File: src/rtl/tinyqv_shift_seq.sv
// Nibble-serial shift unit: captures A LSB-first, emits the shifted word LSB-first.
// Define TINYQV_SHIFT_ROR_EN to make op=10 a rotate right (otherwise it is SRL).
module tinyqv_shift_seq #(
  parameter  int XLEN = 32,
  localparam int NIB  = XLEN / 4,
  localparam int SW   = $clog2(XLEN)
) (
  input  logic          clk,
  input  logic          rstn,
  input  logic          in_start,
  input  logic          in_valid,
  input  logic [1:0]    op,
  input  logic [SW-1:0] shamt,
  input  logic [3:0]    a_nib,
  output logic          out_valid,
  output logic          out_last,
  output logic [3:0]    out_nib
);

  localparam int CW = $clog2(NIB);

  localparam logic [0:0] IDLE = 1'b0;
  localparam logic [0:0] CAPT = 1'b1;

  logic [0:0]    state;
  logic [CW-1:0] cnt;
  logic [CW-1:0] ecnt;
  logic          emit;
  logic [1:0]    cap_op;
  logic [SW-1:0] cap_sh;
  logic [XLEN-1:0] cap_buf;
  logic [XLEN-1:0] res_buf;
  logic [XLEN-1:0] word;
  logic [XLEN-1:0] shifted;
  logic          start;
  logic          last_in;

  assign start   = in_valid & in_start;
  assign last_in = (state == CAPT) & in_valid & ~in_start
                 & (cnt == CW'(NIB - 1));

  // The final slice is folded in directly so the result loads on its own edge.
  always_comb begin
    word             = cap_buf;
    word[XLEN-1 -: 4] = a_nib;
  end

`ifdef TINYQV_SHIFT_ROR_EN
  logic [2*XLEN-1:0] dbl;
  assign dbl = {word, word} >> cap_sh;
`endif

  always_comb begin
    shifted = word >> cap_sh;
    unique case (1'b1)
      cap_op == 2'b00: shifted = word << cap_sh;
      cap_op == 2'b01: shifted = word >> cap_sh;
      cap_op == 2'b11: shifted = $unsigned($signed(word) >>> cap_sh);
`ifdef TINYQV_SHIFT_ROR_EN
      default:         shifted = dbl[XLEN-1:0];
`else
      default:         shifted = word >> cap_sh;
`endif
    endcase
  end

  always_ff @(posedge clk or negedge rstn) begin
    if (!rstn) begin
      state   <= IDLE;
      cnt     <= '0;
      cap_op  <= '0;
      cap_sh  <= '0;
      cap_buf <= '0;
    end else if (start) begin
      state        <= CAPT;
      cnt          <= CW'(1);
      cap_op       <= op;
      cap_sh       <= shamt;
      cap_buf[3:0] <= a_nib;
    end else if (state == CAPT && in_valid) begin
      cap_buf[{cnt, 2'b00} +: 4] <= a_nib;
      if (last_in) begin
        state <= IDLE;
        cnt   <= '0;
      end else begin
        cnt <= cnt + CW'(1);
      end
    end
  end

  always_ff @(posedge clk or negedge rstn) begin
    if (!rstn) begin
      emit    <= 1'b0;
      ecnt    <= '0;
      res_buf <= '0;
    end else if (last_in) begin
      emit    <= 1'b1;
      ecnt    <= '0;
      res_buf <= shifted;
    end else if (emit) begin
      ecnt <= ecnt + CW'(1);
      if (ecnt == CW'(NIB - 1)) emit <= 1'b0;
    end
  end

  assign out_valid = emit;
  assign out_last  = emit & (ecnt == CW'(NIB - 1));
  assign out_nib   = emit ? res_buf[{ecnt, 2'b00} +: 4] : 4'h0;

endmodule

File: config.mk
export PLATFORM = sky130hd
export DESIGN_NAME = tinyqv_shift_seq
export DESIGN_NICKNAME = d
export VERILOG_FILES = /design/src/rtl/tinyqv_shift_seq.sv
export SDC_FILE = /design/constraint.sdc
export NUM_CORES = 1
export LEC_CHECK = 0
export BUFFER_PORTS_ARGS = -buffer_cell sky130_fd_sc_hd__clkbuf_2
export CAP_MARGIN = 20
export CORE_AREA = 2 2 125 127
export CTS_BUF_LIST = sky130_fd_sc_hd__clkbuf_4 sky130_fd_sc_hd__clkbuf_8
export DETAILED_ROUTE_END_ITERATION = 10
export DIE_AREA = 0 0 127 129
export PLACE_DENSITY_LB_ADDON = 0.1
export SKIP_LAST_GASP = 1
export SYNTH_ARGS = -nofsm -noshare
export SYNTH_HDL_FRONTEND = slang
export SYNTH_SLANG_ARGS = --single-unit
export TNS_END_PERCENT = 100
File: constraint.sdc
create_clock -name clk -period 3.15 [get_ports clk]
set_clock_uncertainty 0.05 [all_clocks]
set_input_delay 0.4725 -clock clk [delete_from_list [all_inputs] [get_ports clk]]
set_output_delay 0.4725 -clock clk [all_outputs]
set_load 0.01 [all_outputs]
**After elaboration in Yosys (flattened, before gate mapping)**

Index checks and enable logic that the tools add are counted.

- Register bits: 79
- Output and inout bits: 6

- $add $sub $neg: 3
- Eq/ne operators: 3
- Shifts and indexed selects: 6
- Muxes and demuxes: 16
- Bitwise logic cells: 7
- Reduce and logical (&&, ||, !) cells: 7

Operators with widths:

| cell | count |
|---|---|
| one-hot mux 32 bit (2 select lines) | 1 |
| bitwise mux 32 bit | 1 |
| variable shift 4 x 7 -> 32 bit (first input constant) | 1 |
| indexed part select 32 x 6 -> 4 bit | 1 |
| indexed part select 4 x 7 -> 32 bit | 1 |
| << shifter 32 x 5 -> 32 bit | 1 |
| >> shifter 32 x 5 -> 32 bit | 1 |
| >>> shifter 32 x 5 -> 32 bit | 1 |
| 2-to-1 mux 3 bit | 5 |
| 2-to-1 mux 4 bit | 3 |
| negation 5 -> 7 bit | 1 |
| adder 3 x 1 -> 3 bit (second input constant) | 2 |
| equality test 3 bit (second input constant) | 2 |
| 2-to-1 mux 1 bit | 6 |
| nonzero test 2 bit | 3 |
| AND 1 bit | 5 |
| AND reduction 2 bit | 2 |
| equality test 2 bit (second input constant) | 1 |
| logical NOT 2 bit | 1 |
| inverter 1 bit | 2 |
| logical AND 1 bit | 1 |

**Longest topological paths before layout**

Gate-level depths: netlist of the first run.

- Depth in word-level cells: 6
- Gate-level depth with buffers: 10

**Worst setup path after synthesis of the first run**

Ideal clock, no wire load.

- Path kind: register to register
- From: register cap_sh[0]
- To: register res_buf[2]
- Library setup time: 0.138 ns
- Arrival: 1.998 ns
- Required time: 2.962 ns
- Path slack: 0.964 ns
- Cell stages (with the launch flop): 8
- Buffers on the path: 1
- Period minus slack after synthesis: 2.186 ns
- Cells stage by stage: dfrtp_1 buf_6 mux4_1 mux2_2 mux2i_1 nor4_1 a2111oi_2 a31oi_1

- Cells in the longest elaborated chain, start to end: 2
- Elaborated cells between the ends (all ways): 4
- Those cells by class: 3 x shift; 1 x mux

Ends and longest elaborated chain:

| what | RTL line | text |
|---|---|---|
| start, declared | 30 | `logic [SW-1:0] cap_sh;` |
| start signal, assigned | 78 | `cap_sh <= shamt;` |
| >> shifter 32 x 5 -> 32 bit (tied with other cells) | 57, 62 |  |
| one-hot mux 32 bit (2 select lines) (*) | 55 | `unique case (1'b1)` |
| end signal, assigned | 99 | `res_buf <= shifted;` |
| end, declared | 32 | `logic [XLEN-1:0] res_buf;` |

Every way passes the cells marked *; elsewhere a longest branch is shown, timed or not.
A chain may end at the register's enable or synchronous reset.

**Final worst setup path of the first run**

- From: register cap_sh[0]
- To: register res_buf[20]

The elaborated chain is that of the path after synthesis.

==> impl_summary.md, run 1 <==
Logic synthesis
The number of register bits inferred by synthesis is 75. The distinct cell type count of the synthesized netlist is 76. The count of flip-flops with a built-in enable after synthesis is 0. The prevailing post-synth register cell is dfrtp_1. The share of the synthesized area in the top cell type is 22.7%. The number of instances in the synthesized netlist is 897. By count the netlist is led by nand2_1, nor2_1, dfrtp_1. The post-synthesis instance area is 0.00826 mm2.

The Yosys warning count is 0. The share of synthesized area occupied by flip-flops and latches is 22.7%. The average instance area after synthesis is 9.21 um2. The most common cell in the synthesized netlist is nand2_1. Sorting the synthesized cells by area gives the leading types as dfrtp_1, mux4_2, mux2i_1, mux2_2, o21ai_0.

Of all flip-flops after synthesis, the portion carrying an async set or reset was 100%. Synthesis produced a netlist with a net count of 922. The dominant cell type by area after synthesis is dfrtp_1.

Final layout
After filler insertion, the fill cell instance count of the layout stands at 1,360. The repair_antennas step left the layout with diodes totalling 0. The area growth from synthesis to layout is 5.06%. The number of nets in the layout is 911. Excluding fillers, the count of instances in the completed layout stands at 1,079. The final non-filler cell area is 0.00868 mm2.

For this run, the share of the core covered by cells in the final layout is 58.0%. In the final layout, the share of cells above drive strength 1 is 23.5%.

Drt
For this run, design rule violations remaining after detail routing come to 0. The initial detailed-routing violation count is 1,288. The number of detailed-route iterations in the first pass is 6. Once detail routing completed, the nets flagged for antenna violations numbered 0. Dividing the detail-routed wire length by the instance count gives 29.1 um.

Dividing the detail-routed via count by the number of cells gives 7.49. For this block, the routed nets add up to 31,400 um of wire. The routed via count is 8,078.

Placed design
Detailed placement ended at an HPWL of 23,200 um. The placed instances occupy a cell area of 0.00849 mm2. The final RePlAce weighted congestion is 1.09. In this run the tool buffered the top-level ports with 20 buffer cells.

The placed instance count is 1,063.

Global routing
The met3 usage is 8.57%. For met2 alone, demand over resource in global routing was 61.6%. The initial antenna violation count was 0.

Entering global routing, the biggest net connects 41 pins. The number of global-route vias before repair is 7,745. The met1 usage in global routing is 53.6%. The global routing usage summed across all routing layers is 39.4%. The first global-routing pass estimated 48,600 um of wire. After global routing, the most crowded layer is met2.

After global routing the overflow that remains totals 0.

Timing
The clock period minus worst slack is 2970 ps. The share of the cycle needed by the critical path after routing is 94.2%. The hold violation total from the final report is 4. Timing would allow up to 337 MHz. The worst hold margin is -3.41 ps. At the pin with the least slew margin, the transition time is 768 ps. Setup repair after global routing left no endpoint under its margin. Setup total negative slack on the finished layout was measured at 0 ps.

Setup violations remaining at the end of the flow were counted as 0. The count of pins over their slew limit came to 0. In this run the tightest slew margin relative to its limit is 48.6%.

Power and ir drop
Power comes to 0.00541 W. In this run the power density over the cells is 623 mW/mm2. IR analysis of the VDD net gives a maximum drop of 0.548 mV.

The static leakage power is 3.42 nW.

Critical path
In this run the worst path has a maximum fanout of 33. STA classifies the critical path startpoint as a flip-flop. The required time of the critical path is 3350 ps.

At the worst endpoint, the arrival time is 3160 ps. STA classifies the critical path endpoint as a flip-flop. The depth of the most critical reg-to-reg path is 6. The beginning of the worst register-to-register path is cap_sh[0]$_DFFE_PN0P_. The reg-to-reg setup timing slack is 180 ps. The category of the critical setup timing path is flip-flop to flip-flop.

The destination of the worst register-to-register timing path is res_buf[20]$_DFFE_PN0P_.

Clock network
The post-cts gate resize count is 0. The clock transition time at the flip-flop clock pins of the worst setup and hold paths is 80 ps. The clock network latency to the later pin of the worst-skew pair is 390 ps. The clock tree root buffer cell is clkbuf_8. The CTS sink count is 75. The total number of H-tree levels is 3. The number of clock buffers added by TritonCTS is 9. Buffers added to address setup during post-CTS repair amount to 0. In this run, post-CTS hold repair placed 0 buffers. TritonCTS built the clock tree.

No sink is reached through more buffers than the 2 on the longest clock path.

Floorplan
21 I/O pins were placed. The number of placement rows is 45. The die outline width is 127 um. The die height is 129 um. The initial core utilization is 55.2%. The standard cell core area is 0.0150 mm2. The die covers 0.0164 mm2.

Status
The final reports fail on negative hold slack. The run finished, with violations left.

Run
Max-cap violations in this run came to 0.

Hold path
The path class of the tightest hold or removal check is primary input to async pin.
cell usage in the layout (no fill, tap or decap), types with 10 or more instances in the layout:
cell      instances
nor3_1           31
nand3_1          17
mux2_2           40
a31oi_1          11
ha_1             10
clkbuf_2         19
inv_1            18
mux4_2           63
o21ai_0          70
a21oi_1          32
mux2i_1          66
buf_4            56
o211ai_1         11
a211oi_1         18
o22ai_1          12
nand2b_1         11
nand2_1          89
dfrtp_1          71
nor2_1           87
how the worst max path moves through the flow:
stage	startpoint	to	slack, ps	cells past startpoint
after floorplan	cap_sh[0]$_DFFE_PN0P_	res_buf[2]$_DFFE_PN0P_	960	7
after global placement	cap_sh[0]$_DFFE_PN0P_	res_buf[20]$_DFFE_PN0P_	300	6
after detailed placement	cap_sh[0]$_DFFE_PN0P_	res_buf[27]$_DFFE_PN0P_	340	7
after CTS	cap_sh[0]$_DFFE_PN0P_	res_buf[27]$_DFFE_PN0P_	330	7
after global routing	cap_sh[0]$_DFFE_PN0P_	res_buf[27]$_DFFE_PN0P_	40	7
final	cap_sh[0]$_DFFE_PN0P_	res_buf[20]$_DFFE_PN0P_	180	6
critical path, stage by stage (launching register included):
cell and delay (ps):
dfrtp_4 750, buf_4 340, mux4_2 580, mux2i_1 230, o21ai_0 110, a2111oi_0 620, nor3_1 120
per-stage QoR:
| step | hold WS, ps | setup slack [ps] |
|---|---|---|
| 6_report | -3.41 | 182 |
| 5_1_grt | 29.2 | 39.7 |
| 4_1_cts | 9.82 | 333 |
| 3_5_place_dp | 421 | 337 |
| 3_3_place_gp | 406 | 303 |
| 2_1_floorplan | 127 | 964 |
area by class of cell:
type	instances	area [um2]	share of cell area [%]
clock inverters	6	63.8	0.735
flip-flops and latches	75	1880	21.7
multi-input cells	702	5730	66.0
repair buffers	77	556	6.40
clock buffers	10	131	1.51
inverters	21	78.8	0.908
well taps	188	235	2.71
metal layers:
metal	wire length [um]	vias to the layer above
met4	1370	0
li1	-	3416
met5	0	-
met3	3750	120
met1	12000	3889
met2	14200	653
registers in the layout, summed over array words and instances (netlist names):
register   cells
cap_buf       28
cap_op         2
cap_sh         5
cnt            3
ecnt           3
out_valid      1
res_buf       32
state          1
kinds of logic after synthesis:
family,after synthesis,share of synthesized area [%]
AOI/OAI and AO/OA,237,19.0
xor gates and xnor gates,1,0.106
adders and majority gates,10,1.51
buffers and inverters,120,7.92
DFF,75,22.7
muxes,177,33.2
and+or+nand+nor,277,15.5
where the power goes:
part	internal, W	switching [W]	total (W)	leakage [nW]
Clock	0.000375	0.000411	0.000786	0.0961
Sequential	0.00118	0.000556	0.00173	0.976
Combinational	0.00131	0.00158	0.00289	2.35
Total	0.00286	0.00255	0.00541	3.42
Power figures use the tool's default switching activity.
==> run 2: changes to the inputs <==
==> constraint.sdc (replaced) <==
create_clock -name clk -period 3.15 [get_ports clk]
set_clock_uncertainty 0.05 [all_clocks]
set_input_delay 0.315 -clock clk [delete_from_list [all_inputs] [get_ports clk]]
set_output_delay 0.315 -clock clk [all_outputs]
set_load 0.01 [all_outputs]
==> run 2 against run 1 <==
The run now ends clean. Critical path depth rose by 1. Power rose by 1.2%. Final cell count fell by 1.0%. Hold slack improved by 15 ps. Largest power group unchanged.
==> impl_summary.md, run 2 (synthesis gave the netlist of run 1 again) <==
Clock network
In this run the clock root is driven by a clkbuf_8. In this run the number of H-tree levels came out at 3. The clock drives 75 sinks. The total setup buffers inserted after CTS is 0. The TritonCTS clock tree is done. The clock reaches the later pin of the worst-skew pair after 380 ps. The post-cts gate resize count is 0. The clock transition time at the flip-flop clock pins of the worst setup and hold paths is 90 ps. The maximum root-to-sink buffer count is 2. Buffers inserted to repair hold after CTS numbered 0. The number of buffers created by CTS is 9.

Global routing
For this run, the total global-route usage over all layers was measured as 39.9%. The pin count of the biggest net entering global routing is 76. The first global-routing pass estimated 49,000 um of wire. The initial antenna violation count came to 0. The number of global-route vias before repair was 7,750. The total overflow reported by the global router is 0.

Power and ir drop
The clock network is responsible for 15.7% of the overall power. Summed over all cells, the static leakage comes to 3.39 nW. Power spread over the standard cell area amounts to 633 mW/mm2. The internal portion of the total power is 0.00294 W. Combinational cells account for 52.4% of the total power. The switching fraction of total power is 46.3%. Sequential cells burn 31.8% of the power. In this run the power spent charging and discharging nets is 0.00254 W. The worst-case IR drop observed on VDD is 0.486 mV.

Drt
The initial detailed-routing violation count is 1,260. The count of unresolved DRC violations after routing is 0. Before antenna repair, the detailed router went through 8 iterations. The wire length reported by the detailed router is 32,100 um. In the final routed layout, each cell accounts on average for 30.0 um. The routed layout has 8,119 vias.

In the routed layout, each cell is associated on average with a via count of 7.60. The count of nets left with antenna violations after detail routing is 0.

Timing
For this run, the top clock speed supported by timing is 350 MHz. The share of the cycle needed by the critical path after routing is 90.8%. The final sum of negative setup slack is 0 ps. Measured against its own limit, the worst slew margin works out to 31.2%. Setup repair after global routing left no endpoint under its margin.

The hold violation total from the final report is 0. The clock period minus worst slack is 2860 ps. Setup violations remaining at the end of the flow were counted as 0.

The post-layout worst setup margin is 289 ps. The count of pins over their slew limit was 0. At the pin with the least slew margin, the transition time is 1030 ps.

Final layout
The largest registers in the layout are res_buf: 32 flops, cap_buf: 28 flops, cap_sh: 5 flops. The count of antenna diodes in the layout is 0. The finished layout holds 1,068 standard cells, fillers aside. The count of fill cells added during filler insertion is 1,339.

The number of nets in the layout is 901. Of the cells placed in the final design, the portion with a size suffix greater than 1 is 22.5%. The register with the most flip-flops in the layout has 32 of them. The most flop-heavy register is res_buf.

The library cell used most frequently in the layout, excluding fill and tap cells, is nand2_1. From synthesis to final layout, the design area changed by 4.69%. In the layout the commonest cells are nand2_1, nor2_1, dfrtp_1, o21ai_0, mux2i_1.

Critical path
On the critical path, the stage with the largest delay is an instance of dfrtp_4. The category of the critical setup timing path is flip-flop to flip-flop. The family with the most delay on the worst path is compound AO/OA/AOI/OAI gates. The stage delay of the slowest cell on the critical path is 740 ps. The worst endpoint data arrival time is 3060 ps. The sort of element at the end of the critical path is a flip-flop.

The signal on the critical path passes through buf_4, mux4_2, nand2_1, o31ai_1, and3_1, a2111oi_0, o32ai_1. The critical path startpoint category is a flip-flop. The number of buffers and inverters on the critical path is 1. At the worst endpoint, the required time is 3340 ps. The highest fanout seen on the critical path is 30.

Run
Max-cap violations in this run came to 0.

Placed design
After detailed placement, the design holds a cell count of 1,053. The final RePlAce weighted congestion is 1.04. Prior to clock tree synthesis, the placed netlist has a worst setup slack of 351 ps. The count of buffers inserted at the top-level ports is 20. The wire-length estimate of the detail-placed layout is 23,000 um.

Floorplan
The die height is 129 um. The standard cell core area is 0.0150 mm2. The floorplan step set the die width to 127 um. The floorplan has 45 rows. The initial utilization of the core area, before any placement, comes to 55.2%. The number of I/O pins is 21. The die covers 0.0164 mm2.

Hold path
The tightest min-delay check is of the primary input to async pin type.

Status
The flow ran to the end, and the final reports show no timing, DRC or antenna violations.
## run 2: cell types whose count changed in the layout (fill, tap and decap cells not counted)
cell	delta
buf_4	-12
buf_12	+2
bufinv_16	+1
clkbuf_4	-1
clkbuf_8	+1
clkinvlp_4	-1
inv_6	-1
## run 2: path summary, 6_finish.rpt
path                                   startpoint                 endpoint  slack (ps)  cells after the start
setup / recovery            cap_sh[0]$_DFFE_PN0P_  res_buf[27]$_DFFE_PN0P_         290                      7
hold / removal                               rstn   res_buf[8]$_DFFE_PN0P_          10                      1
setup reg to reg            cap_sh[0]$_DFFE_PN0P_  res_buf[27]$_DFFE_PN0P_         290                      7
hold reg to reg            res_buf[7]$_DFFE_PN0P_   res_buf[7]$_DFFE_PN0P_         450                      1
max in group asynchronous                    rstn    cap_sh[0]$_DFFE_PN0P_        2200                      1
min in group clk                         shamt[4]    cap_sh[4]$_DFFE_PN0P_          80                      3
## run 2: power by group through the flow
stage	clock [W]	sequential, W	combinational (W)
after CTS	0.000872	0.00172	0.00277
after floorplan	0	0.00132	0.00230
after global routing	0.000901	0.00177	0.00304
after global placement	0	0.00173	0.00273
after detailed placement	0	0.00174	0.00276
final	0.000862	0.00174	0.00287
## run 2: worst register-to-register path: cells and delay by family, from the launching register on
| kind | cells | cell delay [ps] |
|---|---|---|
| AO/OA/AOI/OAI | 3 | 770 |
| flip-flops | 1 | 740 |
| buffers and inverters | 1 | 370 |
| multiplexers | 1 | 530 |
| AND/OR/NAND/NOR | 2 | 270 |
## run 2: stage by stage
stage          power [W]  util, %  instance area [um2]  hold slack (ps)
5_1_grt          0.00571     57.8                 8650             95.0
4_1_cts          0.00537     57.8                 8650             71.4
2_1_floorplan    0.00361        -                 8260            -30.6
3_5_place_dp     0.00450     56.3                 8440              432
6_report         0.00548     57.8                 8650             11.6
3_3_place_gp     0.00447     56.3                 8440              434
## run 2: final cells by class
class                           instances  area (um2)  share of cell area [%]
Multi-Input combinational cell        702        5730                    66.3
Sequential cell                        75        1880                    21.8
Timing Repair Buffer                   67         505                    5.84
Tap cell                              188         235                    2.72
Clock buffer                           10         138                    1.59
Inverter                               21        78.8                   0.911
Clock inverter                          5        77.6                   0.897
## run 2: per-layer routing
metal	global-route usage (%)	wire length, um	up-vias	share of wire, %
met5	0	0	-	0
met4	17.3	1580	0	4.9
met3	11.5	3740	140	12
met2	61.0	14300	594	45
met1	53.5	12400	3993	39
li1	-	-	3392	-
